### config.mk
export PLATFORM = sky130hd
export DESIGN_NAME = aurora_multich_loopchk_flat
export DESIGN_NICKNAME = d
export VERILOG_FILES = /design/src/rtl/aurora_multich_loopchk_if.sv /design/src/rtl/aurora_multich_loopchk.sv /design/src/flat_wrapper.sv
export SDC_FILE = /design/constraint.sdc
export NUM_CORES = 1
export LEC_CHECK = 0
export ABC_CLOCK_PERIOD_IN_PS = 4450
export BUFFER_PORTS_ARGS = -buffer_cell sky130_fd_sc_hd__buf_2
export CELL_PAD_IN_SITES_DETAIL_PLACEMENT = 1
export CELL_PAD_IN_SITES_GLOBAL_PLACEMENT = 1
export CORE_MARGIN = 4
export CORE_UTILIZATION = 45
export CTS_CLUSTER_SIZE = 30
export DETAILED_ROUTE_END_ITERATION = 8
export PLACE_DENSITY_LB_ADDON = 0.1
export SKIP_CTS_REPAIR_TIMING = 1
export SYNTH_ARGS = -nofsm -noshare
export SYNTH_HDL_FRONTEND = slang
export SYNTH_SLANG_ARGS = --single-unit
### constraint.sdc
create_clock -name user_clk -period 4.45 [get_ports user_clk]
set_input_delay 0.6675 -clock user_clk [delete_from_list [all_inputs] [get_ports user_clk]]
set_output_delay 0.6675 -clock user_clk [all_outputs]
set_load 0.02 [all_outputs]
### src/rtl/aurora_multich_loopchk_if.sv
// ---------------------------------------------------------------------------
// aurora_multich_loopchk_if
//   Groups the per-channel AXI-Stream TX and RX lanes that connect the
//   loopback generator/checker to the Aurora cores. Every vector is sliced
//   per channel: channel c occupies [c*DATA_W +: DATA_W] for data,
//   [c*DATA_W/8 +: DATA_W/8] for keep and bit [c] for the scalar strobes.
//
//   master : generator/checker side (drives tx_*, samples tx_tready, rx_*)
//   slave  : Aurora core side (samples tx_*, drives tx_tready, rx_*)
// ---------------------------------------------------------------------------
interface aurora_multich_loopchk_if #(
    parameter int NUM_CH = 2,
    parameter int DATA_W = 32
);
    logic [NUM_CH*DATA_W-1:0]   tx_data;
    logic [NUM_CH-1:0]          tx_tvalid;
    logic [NUM_CH-1:0]          tx_tready;
    logic [NUM_CH*DATA_W/8-1:0] tx_tkeep;
    logic [NUM_CH-1:0]          tx_tlast;

    logic [NUM_CH*DATA_W-1:0]   rx_data;
    logic [NUM_CH-1:0]          rx_tvalid;
    logic [NUM_CH*DATA_W/8-1:0] rx_tkeep;
    logic [NUM_CH-1:0]          rx_tlast;

    modport master (
        output tx_data, tx_tvalid, tx_tkeep, tx_tlast,
        input  tx_tready,
        input  rx_data, rx_tvalid, rx_tkeep, rx_tlast
    );

    modport slave (
        input  tx_data, tx_tvalid, tx_tkeep, tx_tlast,
        output tx_tready,
        output rx_data, rx_tvalid, rx_tkeep, rx_tlast
    );
endinterface

### src/rtl/aurora_multich_loopchk.sv
// ---------------------------------------------------------------------------
// aurora_multich_loopchk
//   N-channel counter-pattern traffic generator and loopback checker for
//   Aurora bring-up. Each channel sends frames of FRAME_LEN beats whose data
//   word k is (c + k) mod 2^DATA_W, separated by GAP_CYC idle cycles, and
//   checks the returning RX stream against the same running pattern.
//
//   Ports
//     user_clk    single clock, everything synchronous to it
//     RESET_N     synchronous active-low reset
//     enable      start/stop frame generation (a frame in flight completes)
//     clear_cnt   zero all statistics counters and err_flag
//     channel_up  per-channel Aurora link status
//     axis        AXI-Stream TX/RX lanes (master side)
//     frames_tx   per-channel frames sent          (CNT_W each, saturating)
//     frames_rx   per-channel frames received      (CNT_W each, saturating)
//     err_cnt     per-channel erroneous RX beats   (CNT_W each, saturating)
//     rx_locked   checker locked to the pattern
//     err_flag    sticky error indicator
//
//   Channels share no state; each one is a generate-for slice.
// ---------------------------------------------------------------------------
module aurora_multich_loopchk #(
    parameter int NUM_CH    = 2,
    parameter int DATA_W    = 32,
    parameter int FRAME_LEN = 16,
    parameter int GAP_CYC   = 4,
    parameter int CNT_W     = 32
) (
    input  logic                    user_clk,
    input  logic                    RESET_N,
    input  logic                    enable,
    input  logic                    clear_cnt,
    input  logic [NUM_CH-1:0]       channel_up,
    aurora_multich_loopchk_if.master axis,
    output logic [NUM_CH*CNT_W-1:0] frames_tx,
    output logic [NUM_CH*CNT_W-1:0] frames_rx,
    output logic [NUM_CH*CNT_W-1:0] err_cnt,
    output logic [NUM_CH-1:0]       rx_locked,
    output logic [NUM_CH-1:0]       err_flag
);

    localparam int KEEP_W = DATA_W / 8;
    localparam int BEAT_W = 16;
    localparam logic [BEAT_W-1:0] LAST_BEAT = BEAT_W'(FRAME_LEN - 1);
    // Gap counter runs 0..GAP_CYC-1; keep it at least one bit wide.
    localparam int GAP_W = (GAP_CYC > 1) ? $clog2(GAP_CYC) : 1;
    localparam logic [GAP_W-1:0] GAP_LAST = GAP_W'((GAP_CYC > 0) ? GAP_CYC - 1 : 0);

    typedef enum logic [1:0] {TX_IDLE, TX_SEND, TX_GAP} tx_state_e;
    typedef enum logic [1:0] {RX_UNLOCKED, RX_SYNC, RX_LOCKED} rx_state_e;

    // Saturating counter update; a clear always beats an increment.
    function automatic logic [CNT_W-1:0] cnt_next(input logic [CNT_W-1:0] cur,
                                                  input logic clr,
                                                  input logic inc);
        logic [CNT_W-1:0] res;
        res = cur;
        if (clr) begin
            res = '0;
        end else if (inc && (cur != '1)) begin
            res = cur + CNT_W'(1);
        end
        return res;
    endfunction

    genvar gi;
    generate
        for (gi = 0; gi < NUM_CH; gi++) begin : g_ch
            // ---------------- TX generator ----------------
            tx_state_e         tx_state_q, tx_state_d;
            logic [DATA_W-1:0] tx_word_q, tx_word_d;
            logic [BEAT_W-1:0] tx_beat_q, tx_beat_d;
            logic [GAP_W-1:0]  gap_q, gap_d;
            logic [CNT_W-1:0]  frames_tx_q, frames_tx_d;
            logic              tx_valid, tx_last, tx_fire, frames_tx_inc;

            always_comb begin
                tx_state_d    = tx_state_q;
                tx_word_d     = tx_word_q;
                tx_beat_d     = tx_beat_q;
                gap_d         = gap_q;
                frames_tx_inc = 1'b0;
                tx_valid      = (tx_state_q == TX_SEND);
                tx_last       = tx_valid && (tx_beat_q == LAST_BEAT);
                tx_fire       = tx_valid && axis.tx_tready[gi];

                // The pattern word and beat index only move on a handshake.
                if (tx_fire) begin
                    tx_word_d = tx_word_q + DATA_W'(1);
                    tx_beat_d = tx_last ? '0 : tx_beat_q + BEAT_W'(1);
                end

                case (tx_state_q)
                    TX_IDLE: begin
                        if (enable) begin
                            tx_state_d = TX_SEND;
                        end
                    end
                    TX_SEND: begin
                        if (tx_fire && tx_last) begin
                            frames_tx_inc = 1'b1;
                            if (GAP_CYC > 0) begin
                                tx_state_d = TX_GAP;
                                gap_d      = '0;
                            end else if (!enable) begin
                                tx_state_d = TX_IDLE;
                            end
                        end
                    end
                    TX_GAP: begin
                        if (gap_q == GAP_LAST) begin
                            tx_state_d = enable ? TX_SEND : TX_IDLE;
                        end else begin
                            gap_d = gap_q + GAP_W'(1);
                        end
                    end
                    default: tx_state_d = TX_IDLE;
                endcase

                // Link loss abandons the partial frame; the word keeps counting.
                if (!channel_up[gi]) begin
                    tx_state_d = TX_IDLE;
                    tx_beat_d  = '0;
                end

                frames_tx_d = cnt_next(frames_tx_q, clear_cnt, frames_tx_inc);
            end

            always_ff @(posedge user_clk) begin
                if (!RESET_N) begin
                    tx_state_q  <= TX_IDLE;
                    tx_word_q   <= DATA_W'(gi);
                    tx_beat_q   <= '0;
                    gap_q       <= '0;
                    frames_tx_q <= '0;
                end else begin
                    tx_state_q  <= tx_state_d;
                    tx_word_q   <= tx_word_d;
                    tx_beat_q   <= tx_beat_d;
                    gap_q       <= gap_d;
                    frames_tx_q <= frames_tx_d;
                end
            end

            // Data and keep are zeroed while idle so every output reads 0
            // out of reset; they carry the pattern on every valid beat.
            assign axis.tx_tvalid[gi]                  = tx_valid;
            assign axis.tx_tlast[gi]                   = tx_last;
            assign axis.tx_data[gi*DATA_W +: DATA_W]   = tx_valid ? tx_word_q : '0;
            assign axis.tx_tkeep[gi*KEEP_W +: KEEP_W]  = {KEEP_W{tx_valid}};
            assign frames_tx[gi*CNT_W +: CNT_W]        = frames_tx_q;

            // ---------------- RX checker ----------------
            rx_state_e         rx_state_q, rx_state_d;
            logic [DATA_W-1:0] exp_q, exp_d;
            logic [BEAT_W-1:0] idx_q, idx_d;
            logic [CNT_W-1:0]  frames_rx_q, frames_rx_d;
            logic [CNT_W-1:0]  err_cnt_q, err_cnt_d;
            logic              err_flag_q, err_flag_d;
            logic              rx_err, frames_rx_inc;
            logic              rx_valid, rx_last;
            logic [DATA_W-1:0] rx_word;
            logic [KEEP_W-1:0] rx_keep;

            always_comb begin
                rx_state_d    = rx_state_q;
                exp_d         = exp_q;
                idx_d         = idx_q;
                rx_err        = 1'b0;
                frames_rx_inc = 1'b0;
                rx_valid      = axis.rx_tvalid[gi];
                rx_last       = axis.rx_tlast[gi];
                rx_word       = axis.rx_data[gi*DATA_W +: DATA_W];
                rx_keep       = axis.rx_tkeep[gi*KEEP_W +: KEEP_W];

                if (!channel_up[gi]) begin
                    rx_state_d = RX_UNLOCKED;
                end else if (rx_valid) begin
                    case (rx_state_q)
                        RX_UNLOCKED: begin
                            // A frame end gives a known beat alignment.
                            if (rx_last) begin
                                rx_state_d = RX_SYNC;
                            end
                        end
                        RX_SYNC: begin
                            // First beat after alignment seeds the running
                            // pattern; it is trusted, not checked.
                            exp_d      = rx_word + DATA_W'(1);
                            idx_d      = rx_last ? '0 : BEAT_W'(1);
                            rx_state_d = RX_LOCKED;
                        end
                        RX_LOCKED: begin
                            rx_err = (rx_word != exp_q) ||
                                     (rx_keep != '1) ||
                                     (rx_last != (idx_q == LAST_BEAT));
                            // Expected value follows the received data so a
                            // shifted stream recovers after one mismatch.
                            exp_d         = rx_word + DATA_W'(1);
                            idx_d         = rx_last ? '0 : idx_q + BEAT_W'(1);
                            frames_rx_inc = rx_last;
                        end
                        default: rx_state_d = RX_UNLOCKED;
                    endcase
                end

                frames_rx_d = cnt_next(frames_rx_q, clear_cnt, frames_rx_inc);
                err_cnt_d   = cnt_next(err_cnt_q, clear_cnt, rx_err);
                err_flag_d  = clear_cnt ? 1'b0 : (err_flag_q | rx_err);
            end

            always_ff @(posedge user_clk) begin
                if (!RESET_N) begin
                    rx_state_q  <= RX_UNLOCKED;
                    exp_q       <= DATA_W'(gi);
                    idx_q       <= '0;
                    frames_rx_q <= '0;
                    err_cnt_q   <= '0;
                    err_flag_q  <= 1'b0;
                end else begin
                    rx_state_q  <= rx_state_d;
                    exp_q       <= exp_d;
                    idx_q       <= idx_d;
                    frames_rx_q <= frames_rx_d;
                    err_cnt_q   <= err_cnt_d;
                    err_flag_q  <= err_flag_d;
                end
            end

            assign frames_rx[gi*CNT_W +: CNT_W] = frames_rx_q;
            assign err_cnt[gi*CNT_W +: CNT_W]   = err_cnt_q;
            assign rx_locked[gi]                = (rx_state_q == RX_LOCKED);
            assign err_flag[gi]                 = err_flag_q;
        end
    endgenerate

endmodule
### src/flat_wrapper.sv
// flat-port wrapper written by rule: the top's interface ports become plain ports
module aurora_multich_loopchk_flat 
#(
    parameter int NUM_CH    = 2,
    parameter int DATA_W    = 32,
    parameter int FRAME_LEN = 16,
    parameter int GAP_CYC   = 4,
    parameter int CNT_W     = 32
)
  (user_clk, RESET_N, enable, clear_cnt, channel_up, frames_tx, frames_rx, err_cnt, rx_locked, err_flag, axis_tx_data, axis_tx_tvalid, axis_tx_tkeep, axis_tx_tlast, axis_tx_tready, axis_rx_data, axis_rx_tvalid, axis_rx_tkeep, axis_rx_tlast);
  aurora_multich_loopchk_if #(.NUM_CH(NUM_CH), .DATA_W(DATA_W)) axis_i ();
  input  logic user_clk;
  input  logic RESET_N;
  input  logic enable;
  input  logic clear_cnt;
  input  logic [NUM_CH-1:0] channel_up;
  output logic [NUM_CH*CNT_W-1:0] frames_tx;
  output logic [NUM_CH*CNT_W-1:0] frames_rx;
  output logic [NUM_CH*CNT_W-1:0] err_cnt;
  output logic [NUM_CH-1:0] rx_locked;
  output logic [NUM_CH-1:0] err_flag;
  output wire logic [$bits(axis_i.tx_data)-1:0] axis_tx_data;
  output wire logic [$bits(axis_i.tx_tvalid)-1:0] axis_tx_tvalid;
  output wire logic [$bits(axis_i.tx_tkeep)-1:0] axis_tx_tkeep;
  output wire logic [$bits(axis_i.tx_tlast)-1:0] axis_tx_tlast;
  input wire logic [$bits(axis_i.tx_tready)-1:0] axis_tx_tready;
  input wire logic [$bits(axis_i.rx_data)-1:0] axis_rx_data;
  input wire logic [$bits(axis_i.rx_tvalid)-1:0] axis_rx_tvalid;
  input wire logic [$bits(axis_i.rx_tkeep)-1:0] axis_rx_tkeep;
  input wire logic [$bits(axis_i.rx_tlast)-1:0] axis_rx_tlast;
  assign axis_tx_data = axis_i.tx_data;
  assign axis_tx_tvalid = axis_i.tx_tvalid;
  assign axis_tx_tkeep = axis_i.tx_tkeep;
  assign axis_tx_tlast = axis_i.tx_tlast;
  assign axis_i.tx_tready = axis_tx_tready;
  assign axis_i.rx_data = axis_rx_data;
  assign axis_i.rx_tvalid = axis_rx_tvalid;
  assign axis_i.rx_tkeep = axis_rx_tkeep;
  assign axis_i.rx_tlast = axis_rx_tlast;
  aurora_multich_loopchk #(.NUM_CH(NUM_CH), .DATA_W(DATA_W), .FRAME_LEN(FRAME_LEN), .GAP_CYC(GAP_CYC), .CNT_W(CNT_W)) u_core (.user_clk(user_clk), .RESET_N(RESET_N), .enable(enable), .clear_cnt(clear_cnt), .channel_up(channel_up), .axis(axis_i), .frames_tx(frames_tx), .frames_rx(frames_rx), .err_cnt(err_cnt), .rx_locked(rx_locked), .err_flag(err_flag));
endmodule
==> results of run 1 <==
## sequential cells by signal (all words and copies together) (netlist names)
signal and cells:
u_core.g_ch.frames_rx_q 64, u_core.g_ch.tx_word_q 64, u_core.g_ch.idx_q 32, u_core.g_ch.err_cnt_q 64
u_core.g_ch.err_flag_q 2, u_core.g_ch.frames_tx_q 64, u_core.g_ch.exp_q 64, u_core.g_ch.tx_beat_q 32
u_core.g_ch.gap_q 4, u_core.g_ch.tx_state_q 4, u_core.g_ch.rx_state_q 4
## cell type report
type / instances / area, um2 / area share, %
Tap cell: 585 / 732 / 3.09
Sequential cell: 398 / 7970 / 33.7
Multi-Input combinational cell: 1868 / 11400 / 48.0
Clock buffer: 68 / 1420 / 5.98
Clock inverter: 16 / 134 / 0.566
Timing Repair Buffer: 369 / 1890 / 8.01
Inverter: 42 / 159 / 0.672
## cell usage in the layout (no fill, tap or decap), types with 5 or more instances in the layout
cell type / instances
dfxtp_1: 398
buf_2: 355
nor2_1: 332
nand2_1: 172
xor2_1: 167
nand3_1: 164
xnor2_1: 161
a21oi_1: 130
o21ai_0: 105
nand4_1: 103
and2_1: 89
or3_1: 71
and3_1: 68
clkbuf_16: 47
inv_1: 41
and4_1: 38
a211oi_1: 37
ha_1: 32
nor3_1: 31
nor4_1: 26
or4_1: 20
mux2i_1: 16
clkbuf_8: 16
clkinv_2: 14
or2_2: 14
o31ai_1: 14
buf_4: 13
o21a_1: 7
o211ai_1: 5
a21o_1: 5
clkbuf_1: 5
## cell families after synthesis
family | after synthesis
AO/OA/AOI/OAI | 323
XOR/XNOR | 328
adder cells (fa/ha/maj) | 32
buffers and inverters | 155
flip-flops | 398
multiplexers | 16
AND/OR/NAND/NOR | 1169
## stage by stage
stage / total power, mW / hold slack, ps / setup slack, ps / util [%] / cells
2_1_floorplan: 3.86 / 438 / 1990 / - / 2421
3_3_place_gp: 3.98 / 451 / 1250 / 50.9 / 3262
3_5_place_dp: 3.99 / 454 / 1150 / 50.9 / 3262
4_1_cts: 7.88 / 346 / 1280 / 54.4 / 3346
5_1_grt: 8.06 / 370 / 954 / 54.4 / 3346
6_report: 7.78 / 385 / 1330 / 54.4 / 3346
## path summary, 6_finish.rpt
kind	depth (start not counted)	from	end
worst max-delay path	11	u_core.g_ch[1].tx_state_q[1]	u_core.g_ch[1].frames_tx_q[15]
worst min-delay path	2	axis_rx_data[32]	u_core.g_ch[1].exp_q[0]
worst max register to register	11	u_core.g_ch[1].tx_state_q[1]	u_core.g_ch[1].frames_tx_q[15]
worst min register to register	2	u_core.g_ch[1].err_flag_q	u_core.g_ch[1].err_flag_q
## power by group
group          internal, mW  total (mW)  switching [mW]
clock network          2.31        3.86            1.55
registers              3.58        3.59          0.0117
logic                 0.113       0.324           0.211
total                  6.00        7.78            1.78
## synthesized netlist by cell type, drive strengths merged, types with 7 or more instances
cell	instances	area, um2
a21oi	130	651
nand3	164	821
nor2	334	1260
ha	32	400
xor2	167	1460
xnor2	161	1410
dfxtp	398	7970
nor4	29	209
o31ai	14	105
or3	71	444
inv	42	158
o21ai	105	526
or4	21	161
or2	14	87.6
nand4	103	644
o21a	7	52.6
and3	72	460
nor3	35	195
and2	89	557
clkbuf	75	284
and4	42	378
mux2i	16	160
buf	38	220
nand2	172	646
a211oi	37	278
## layer usage
metal	track usage, %	vias up	part of all wire [%]
met1	30.8	9083	45
met3	3.80	79	4.4
met4	6.02	2	2.0
met2	42.8	299	49
li1	-	9037	-
met5	0	-	0.034
==> results.sh, run 1 <==
export IMPL_status="finished clean"
export IMPL_grt_start_max_net_pins=88
export IMPL_fin_crit_ps=3120
export IMPL_drc=0
export IMPL_coreArea_um2=43500
export IMPL_cts_inserted_buffers=46
export IMPL_crit_fanout=40
export IMPL_grt_pass1_wl_um=97300
export IMPL_synth_mux_area_share_pct=0.802
export IMPL_grt_pass1_vias=19200
export IMPL_synth_async_sr_flop_share_pct=0
export IMPL_rrSetupSlack_ps=1330
export IMPL_synthSimpleGateAreaFrac_pct=30.3
export IMPL_synth_cell_types=62
export IMPL_synth_top_family_by_area="simple AND/OR/NAND/NOR gates"
export IMPL_p_leak_nw=8.92
export IMPL_rows=76
export IMPL_syn_instance_count=2421
export IMPL_finalHoldViolations=0
export IMPL_final_antenna_net_count=0
export IMPL_design_area_um2=23700
export IMPL_skew_ps=20.7
export IMPL_slew_viol_final=0
export IMPL_synth_adder_area_share_pct=2.00
export IMPL_clkTransAtPathRegs_ps=60
export IMPL_drt_iter0_markers=861
export IMPL_clkSinkCount=398
export IMPL_synth_avg_cell_area_um2=8.25
export IMPL_routed_via_density=5.53
export IMPL_syn_num_nets=2537
export IMPL_seq_area_frac_synth_pct=39.9
export IMPL_antennaDiodeCount=0
export IMPL_p_per_area_nw_per_um2=329
export IMPL_gp_congestion=0.810
export IMPL_clockBufferDepth=3
export IMPL_fp_dieW_um=219
export IMPL_cts_tree="built"
export IMPL_drt_total_wl_um=59500
export IMPL_grt_overflow=0
export IMPL_fillerInstances=5370
export IMPL_relSlewSlack_pct=17.6
export IMPL_endpoint_kind="register"
export IMPL_die_area_um2=47800
export IMPL_synth_compound_area_share_pct=9.35
export IMPL_crit_chain="inv_1, ha_1, buf_4, nand2_1, nor2_2, nand2b_4, nor4_1, buf_4, nand2_1, xor2_1, nor2_1"
export IMPL_startpoint_type="register"
export IMPL_vdd_drop_max_v=0.000302
export IMPL_path_delay_family="simple AND/OR/NAND/NOR gates"
export IMPL_firstDrtPassIters=5
export IMPL_synth_ff_type="dfxtp_1"
export IMPL_fin_crit_sh_pct=70.1
export IMPL_rsz0062_at_grt="false"
export IMPL_antenna_found_initial=1
export IMPL_clkLatencyLatePin_ps=580
export IMPL_hpwl_um=43300
export IMPL_area_growth_pct=18.4
export IMPL_max_freq_ghz=0.321
export IMPL_placed_cell_area_um2=22100
export IMPL_ys_warn_count=0
export IMPL_start_util_pct=46.0
export IMPL_cts_root_buf="clkbuf_16"
export IMPL_h_tree_depth=2
export IMPL_synth_edff_count=0
export IMPL_required_ps=4890
export IMPL_final_nets=2841
export IMPL_maxCapViolCount=0
export IMPL_tns_ps=0
export IMPL_chipHeight_um=219
export IMPL_crit_type="register to register"
export IMPL_min_path_type="input pin to register"
export IMPL_io_buffers=355
export IMPL_track_usage_pct=24.1
export IMPL_critical_path_arrival_ps=3560
export IMPL_drive_gt1_share_pct=17.6
export IMPL_setup_viol=0
export IMPL_critical_path_max_stage_delay_ps=650
export IMPL_wire_per_inst_um=17.8
export IMPL_vias=18500
export IMPL_worst_slew_pin_slew_ps=1220
export IMPL_critPathBufInv=3
export IMPL_syn_area_um2=20000
export IMPL_io_pin_count=356
export IMPL_ys_ff_latch=398
export IMPL_critPathSlowestCell="nor4_1"
export IMPL_synth_xor_area_share_pct=14.4
Power figures use the tool's default switching activity.
==> run 2, diff against run 1 <==
--- a/config.mk
+++ b/config.mk
@@ -5,12 +5,13 @@
 export SDC_FILE = /design/constraint.sdc
 export NUM_CORES = 1
 export LEC_CHECK = 0
-export ABC_CLOCK_PERIOD_IN_PS = 4450
+export ABC_AREA = 1
+export ABC_CLOCK_PERIOD_IN_PS = 3000
 export BUFFER_PORTS_ARGS = -buffer_cell sky130_fd_sc_hd__buf_2
 export CELL_PAD_IN_SITES_DETAIL_PLACEMENT = 1
 export CELL_PAD_IN_SITES_GLOBAL_PLACEMENT = 1
 export CORE_MARGIN = 4
-export CORE_UTILIZATION = 45
+export CORE_UTILIZATION = 41
 export CTS_CLUSTER_SIZE = 30
 export DETAILED_ROUTE_END_ITERATION = 8
 export PLACE_DENSITY_LB_ADDON = 0.1
==> constraint.sdc (replaced) <==
create_clock -name user_clk -period 3 [get_ports user_clk]
set_input_delay 0.45 -clock user_clk [delete_from_list [all_inputs] [get_ports user_clk]]
set_output_delay 0.45 -clock user_clk [all_outputs]
set_load 0.02 [all_outputs]
==> run 2 against run 1 <==
Compared with the run above: clock skew decreased by 1.0 ps; largest cell class unchanged; die area grew 34%; sequential cell count did not move; worst setup slack worse by 1100 ps; sequential share of layout area decreased by 6.0 points; first-iteration DRC count grew 18%; cell count rose by 52%; largest power group unchanged; hold slack lost 250 ps; register-to-register slack lost 850 ps; critical path depth decreased by 4.
==> results.sh, run 2 <==
export IMPL_status="finished clean"
export IMPL_vias=25900
export IMPL_critical_path_max_stage_delay_ps=410
export IMPL_layout_cells_most_common="nand2_1"
export IMPL_slew_viol_final=0
export IMPL_endpoint_kind="output pin"
export IMPL_relSlewSlack_pct=54.8
export IMPL_cts_root_buf="clkbuf_16"
export IMPL_ys_warn_count=0
export IMPL_syn_instance_count=3964
export IMPL_yosysTopAreaCell="dfxtp_1"
export IMPL_final_nets=4398
export IMPL_clkTransAtPathRegs_ps=60
export IMPL_layout_common_cells="nand2_1, inv_1, nor2_1"
export IMPL_synth_ff_type="dfxtp_1"
export IMPL_die_area_um2=64300
export IMPL_io_pin_count=356
export IMPL_synth_top_area_share_pct=32.2
export IMPL_synth_area_leaders="dfxtp_1, nand2_1, inv_1, nor2_1, a21oi_1"
export IMPL_path_delay_family="simple AND/OR/NAND/NOR gates"
export IMPL_post_synth_top_count_cell="nand2_1"
export IMPL_grt_start_max_net_pins=57
export IMPL_crit_fanout=6
export IMPL_timing_rr_end="u_core.g_ch[0].tx_word_q[21]"
export IMPL_crit_start="u_core.g_ch[1].tx_state_q[1]"
export IMPL_grt_pass1_wl_um=132000
export IMPL_rows=89
export IMPL_synth_avg_cell_area_um2=6.24
export IMPL_grt_overflow=0
export IMPL_rsz0062_at_grt="false"
export IMPL_hpwl_um=61700
export IMPL_grt_pass1_vias=25700
export IMPL_synth_async_sr_flop_share_pct=0
export IMPL_gp_congestion=0.873
export IMPL_max_freq_ghz=0.363
export IMPL_drt_total_wl_um=81000
export IMPL_synth_cell_types=56
export IMPL_p_leak_nw=13.0
export IMPL_syn_area_um2=24700
export IMPL_area_growth_pct=16.4
export IMPL_fillerInstances=8237
export IMPL_min_from="axis_rx_data[32]"
export IMPL_rrSetupSlack_ps=480
export IMPL_routed_via_density=5.09
export IMPL_h_tree_depth=2
export IMPL_min_path_type="input pin to register"
export IMPL_startpoint_type="register"
export IMPL_cts_tree="built"
export IMPL_crit_chain="inv_1, ha_1, nand3_1, nor4_1, nand3_1, inv_1, buf_2"
export IMPL_endpoint="axis_tx_tlast[1]"
export IMPL_drc=0
export IMPL_io_buffers=355
export IMPL_tns_ps=0
export IMPL_synth_edff_count=0
export IMPL_antenna_found_initial=3
export IMPL_worst_slew_pin_slew_ps=671
export IMPL_placed_cell_area_um2=27100
export IMPL_fin_crit_ps=2750
export IMPL_seq_area_frac_synth_pct=32.2
export IMPL_wire_per_inst_um=15.9
export IMPL_coreArea_um2=59400
export IMPL_clkSinkCount=398
export IMPL_critPathSlowestCell="ha_1"
export IMPL_maxCapViolCount=0
export IMPL_crit_type="register to output pin"
export IMPL_ff2ff_path_depth=13
export IMPL_final_antenna_net_count=0
export IMPL_vdd_drop_max_v=0.000366
export IMPL_track_usage_pct=24.5
export IMPL_clkLatencyLatePin_ps=590
export IMPL_drt_iter0_markers=1018
export IMPL_critical_path_arrival_ps=2300
export IMPL_fp_dieW_um=254
export IMPL_chipHeight_um=254
export IMPL_firstDrtPassIters=5
export IMPL_drive_gt1_share_pct=13.1
export IMPL_required_ps=2550
export IMPL_critPathBufInv=3
export IMPL_start_util_pct=41.7
export IMPL_setup_viol=0
export IMPL_yosys_top_cells_count="nand2_1, inv_1, nor2_1, dfxtp_1, a21oi_1"
export IMPL_r2r_start="u_core.g_ch[0].tx_state_q[1]"
export IMPL_p_per_area_nw_per_um2=429
export IMPL_ys_ff_latch=398
export IMPL_path_depth=7
export IMPL_cts_inserted_buffers=50
export IMPL_skew_ps=19.7
export IMPL_fin_crit_sh_pct=91.7
export IMPL_design_area_um2=28800
export IMPL_finalHoldViolations=0
export IMPL_syn_num_nets=4080
export IMPL_clockBufferDepth=3
run 2: worst register-to-register path: cells and delay by family, from the launching register on:
kind	cells	cell delay (ps)
buffers and inverters	2	180
AND/OR/NAND/NOR	10	1600
adder cells (fa/ha/maj)	1	310
flip-flops	1	330
run 2: layer usage:
layer  wire (um)  share of wire (%)  vias up  GRT usage [%]
li1            -                  -    13200              -
met1       37300                 46    12200           31.7
met2       37700                 47      412           42.0
met3        3400                4.2      129           3.75
met4        2600                3.2        0           7.99
met5           0                  0        -              0
run 2: area by class of cell:
cell class / count / area [um2] / area share, %
Multi-Input combinational cell: 2812 / 13700 / 47.7
Clock buffer: 69 / 1450 / 5.05
Tap cell: 773 / 967 / 3.36
Inverter: 630 / 2370 / 8.22
Clock inverter: 21 / 239 / 0.830
Timing Repair Buffer: 390 / 2060 / 7.17
Antenna cell: 2 / 5.00 / 0.0174
Sequential cell: 398 / 7970 / 27.7
run 2: worst min path at each step:
stage	to	slack, ps	depth (start not counted)
2_1_floorplan	u_core.g_ch[0].err_flag_q	440	2
3_3_place_gp	u_core.g_ch[1].err_flag_q	440	2
3_5_place_dp	u_core.g_ch[1].gap_q[1]	460	2
4_1_cts	u_core.g_ch[1].exp_q[0]	100	2
5_1_grt	u_core.g_ch[1].exp_q[0]	120	2
6_report	u_core.g_ch[1].exp_q[0]	140	2
run 2: through the flow:
| stage | cells | hold WS, ps | total power [mW] | util (%) | setup slack (ps) |
|---|---|---|---|---|---|
| 3_5_place_dp | 5003 | 464 | 6.19 | 45.6 | 496 |
| 2_1_floorplan | 3964 | 438 | 5.92 | - | 1090 |
| 6_report | 5095 | 137 | 12.4 | 48.5 | 248 |
| 5_1_grt | 5094 | 117 | 12.8 | 48.5 | 61.6 |
| 4_1_cts | 5093 | 98.1 | 12.5 | 48.5 | 192 |
| 3_3_place_gp | 5003 | 444 | 6.17 | 45.6 | 569 |
run 2: power by group:
group / switching [mW] / internal, mW / total [mW]
Sequential: 0.0275 / 5.33 / 5.35
Clock: 2.49 / 3.80 / 6.28
Combinational: 0.497 / 0.217 / 0.713
Total: 3.01 / 9.34 / 12.4
run 2: cell families after synthesis:
| group | Yosys count | synth area share (%) |
|---|---|---|
| XOR/XNOR | 166 | 5.88 |
| AND/OR/NAND/NOR | 2195 | 38.7 |
| AO/OA/AOI/OAI | 419 | 9.23 |
| buffers and inverters | 754 | 12.3 |
| flip-flops | 398 | 32.2 |
| adder cells (fa/ha/maj) | 32 | 1.62 |
==> run 3, diff against run 2 <==
--- a/config.mk
+++ b/config.mk
@@ -15,6 +15,7 @@
 export CTS_CLUSTER_SIZE = 30
 export DETAILED_ROUTE_END_ITERATION = 8
 export PLACE_DENSITY_LB_ADDON = 0.1
+export RECOVER_POWER = 25
 export SKIP_CTS_REPAIR_TIMING = 1
 export SYNTH_ARGS = -nofsm -noshare
 export SYNTH_HDL_FRONTEND = slang
==> run 3 against run 2 <==
Compared with the run above: sequential share of layout area increased by 0.20 points; via count barely moved; worst setup slack improved by 7.4 ps; combinational power is essentially flat; critical path type unchanged; critical endpoint unchanged; largest power group unchanged.
==> results.sh, run 3 (same netlist as run 2, synthesis figures left out) <==
export IMPL_fin_crit_sh_pct=91.5
export IMPL_cts_tree="built"
export IMPL_design_area_um2=28600
export IMPL_firstDrtPassIters=5
export IMPL_wire_per_inst_um=15.9
export IMPL_p_leak_nw=12.4
export IMPL_grt_overflow=0
export IMPL_cts_root_buf="clkbuf_16"
export IMPL_crit_chain="inv_1, ha_1, nand3_1, nor4_1, nand3_1, inv_1, buf_2"
export IMPL_hpwl_um=61700
export IMPL_min_path_type="input pin to register"
export IMPL_coreArea_um2=59400
export IMPL_gp_congestion=0.873
export IMPL_h_tree_depth=2
export IMPL_fin_crit_ps=2740
export IMPL_final_antenna_net_count=0
export IMPL_rsz0062_at_grt="false"
export IMPL_io_pin_count=356
export IMPL_rows=89
export IMPL_clkLatencyLatePin_ps=590
export IMPL_required_ps=2550
export IMPL_power_frac_seq_pct=43.4
export IMPL_place_ws_ps=496
export IMPL_chipHeight_um=254
export IMPL_skew_ps=19.9
export IMPL_p_per_area_nw_per_um2=432
export IMPL_p_sw_mw=3.01
export IMPL_combPwrFrac_pct=5.8
export IMPL_grt_pass1_wl_um=132000
export IMPL_io_buffers=355
export IMPL_dpl_cell_count=5003
export IMPL_drt_total_wl_um=81000
export IMPL_clkTransAtPathRegs_ps=60
export IMPL_placed_cell_area_um2=27100
export IMPL_fp_dieW_um=254
export IMPL_endpoint_kind="output pin"
export IMPL_crit_fanout=6
export IMPL_cts_inserted_buffers=50
export IMPL_startpoint_type="register"
export IMPL_area_growth_pct=15.6
export IMPL_routed_via_density=5.09
export IMPL_antenna_found_initial=3
export IMPL_start_util_pct=41.7
export IMPL_finalHoldViolations=0
export IMPL_drive_gt1_share_pct=9.44
export IMPL_critical_path_arrival_ps=2290
export IMPL_clkSinkCount=398
export IMPL_crit_type="register to output pin"
export IMPL_critical_path_max_stage_delay_ps=400
export IMPL_slew_viol_final=0
export IMPL_drc=0
export IMPL_stdcell_count=5095
export IMPL_grt_start_max_net_pins=57
export IMPL_grt_pass1_vias=25700
export IMPL_die_area_um2=64300
export IMPL_vdd_drop_max_v=0.000366
export IMPL_final_nets=4398
export IMPL_relSlewSlack_pct=18.7
export IMPL_final_util_pct=48.1
export IMPL_maxCapViolCount=0
export IMPL_status="finished clean"
export IMPL_critPathSlowestCell="ha_1"
export IMPL_setup_viol=0
export IMPL_worst_slew_pin_slew_ps=1220
export IMPL_setup_ws_ps=256
export IMPL_p_int_mw=9.34
export IMPL_drt_iter0_markers=994
export IMPL_clockBufferDepth=3
export IMPL_layout_cells_most_common="nand2_1"
export IMPL_vias=25900
export IMPL_p_sw_share_pct=24.4
export IMPL_worst_hold_slack_ps=143
export IMPL_total_power_mw=12.3
export IMPL_clockPowerShare_pct=50.9
export IMPL_tns_ps=0
export IMPL_max_freq_ghz=0.364
export IMPL_layout_common_cells="nand2_1, inv_1, nor2_1"
export IMPL_track_usage_pct=24.5
==> run 3: cell count changes in the layout (fill, tap and decap cells not counted), sizes merged <==
cell | previous run | this run
buf | 390 | 238
clkbuf | 69 | 221
==> run 3: path summary, 6_finish.rpt <==
path                            endpoint                         start  cells after the start  slack [ps]
max reg2reg  u_core.g_ch[1].tx_beat_q[7]  u_core.g_ch[1].tx_state_q[1]                      8         380
max                     axis_tx_tlast[1]  u_core.g_ch[1].tx_state_q[1]                      7         260
min reg2reg      u_core.g_ch[1].gap_q[1]       u_core.g_ch[1].gap_q[1]                      2         470
min              u_core.g_ch[1].exp_q[0]              axis_rx_data[32]                      2         140
==> run 3: layout make-up <==
cell class                 instances  area, um2
antenna                            2       5.00
clock inverter                    21        239
tap                              773        967
inverter                         630       2370
timing repair buffer             390       1870
multi-input combinational       2812      13700
sequential                       398       7970
fill                            8315      30800
clock buffer                      69       1450
==> run 3: power groups by stage <==
stage | Combinational, mW | Sequential (mW) | Clock (mW)
after floorplan | 0.454 | 5.46 | 0
after global placement | 0.702 | 5.47 | 0
after detailed placement | 0.717 | 5.47 | 0
after CTS | 0.722 | 5.35 | 6.47
after global routing | 0.805 | 5.36 | 6.67
final | 0.711 | 5.35 | 6.28
==> run 3: per-layer routing <==
layer,vias to the layer above,track usage [%],wire [um]
li1,13200,-,-
met1,12200,31.7,37400
met2,420,42.0,37700
met3,131,3.75,3370
met4,0,7.99,2620
met5,-,0,0
==> run 3: worst max-delay path: cells and delay by family (launching register included) <==
family,cells,cell delay (ps)
flip-flops,1,320
buffers and inverters,3,450
AND/OR/NAND/NOR,3,530
adder cells (fa/ha/maj),1,400
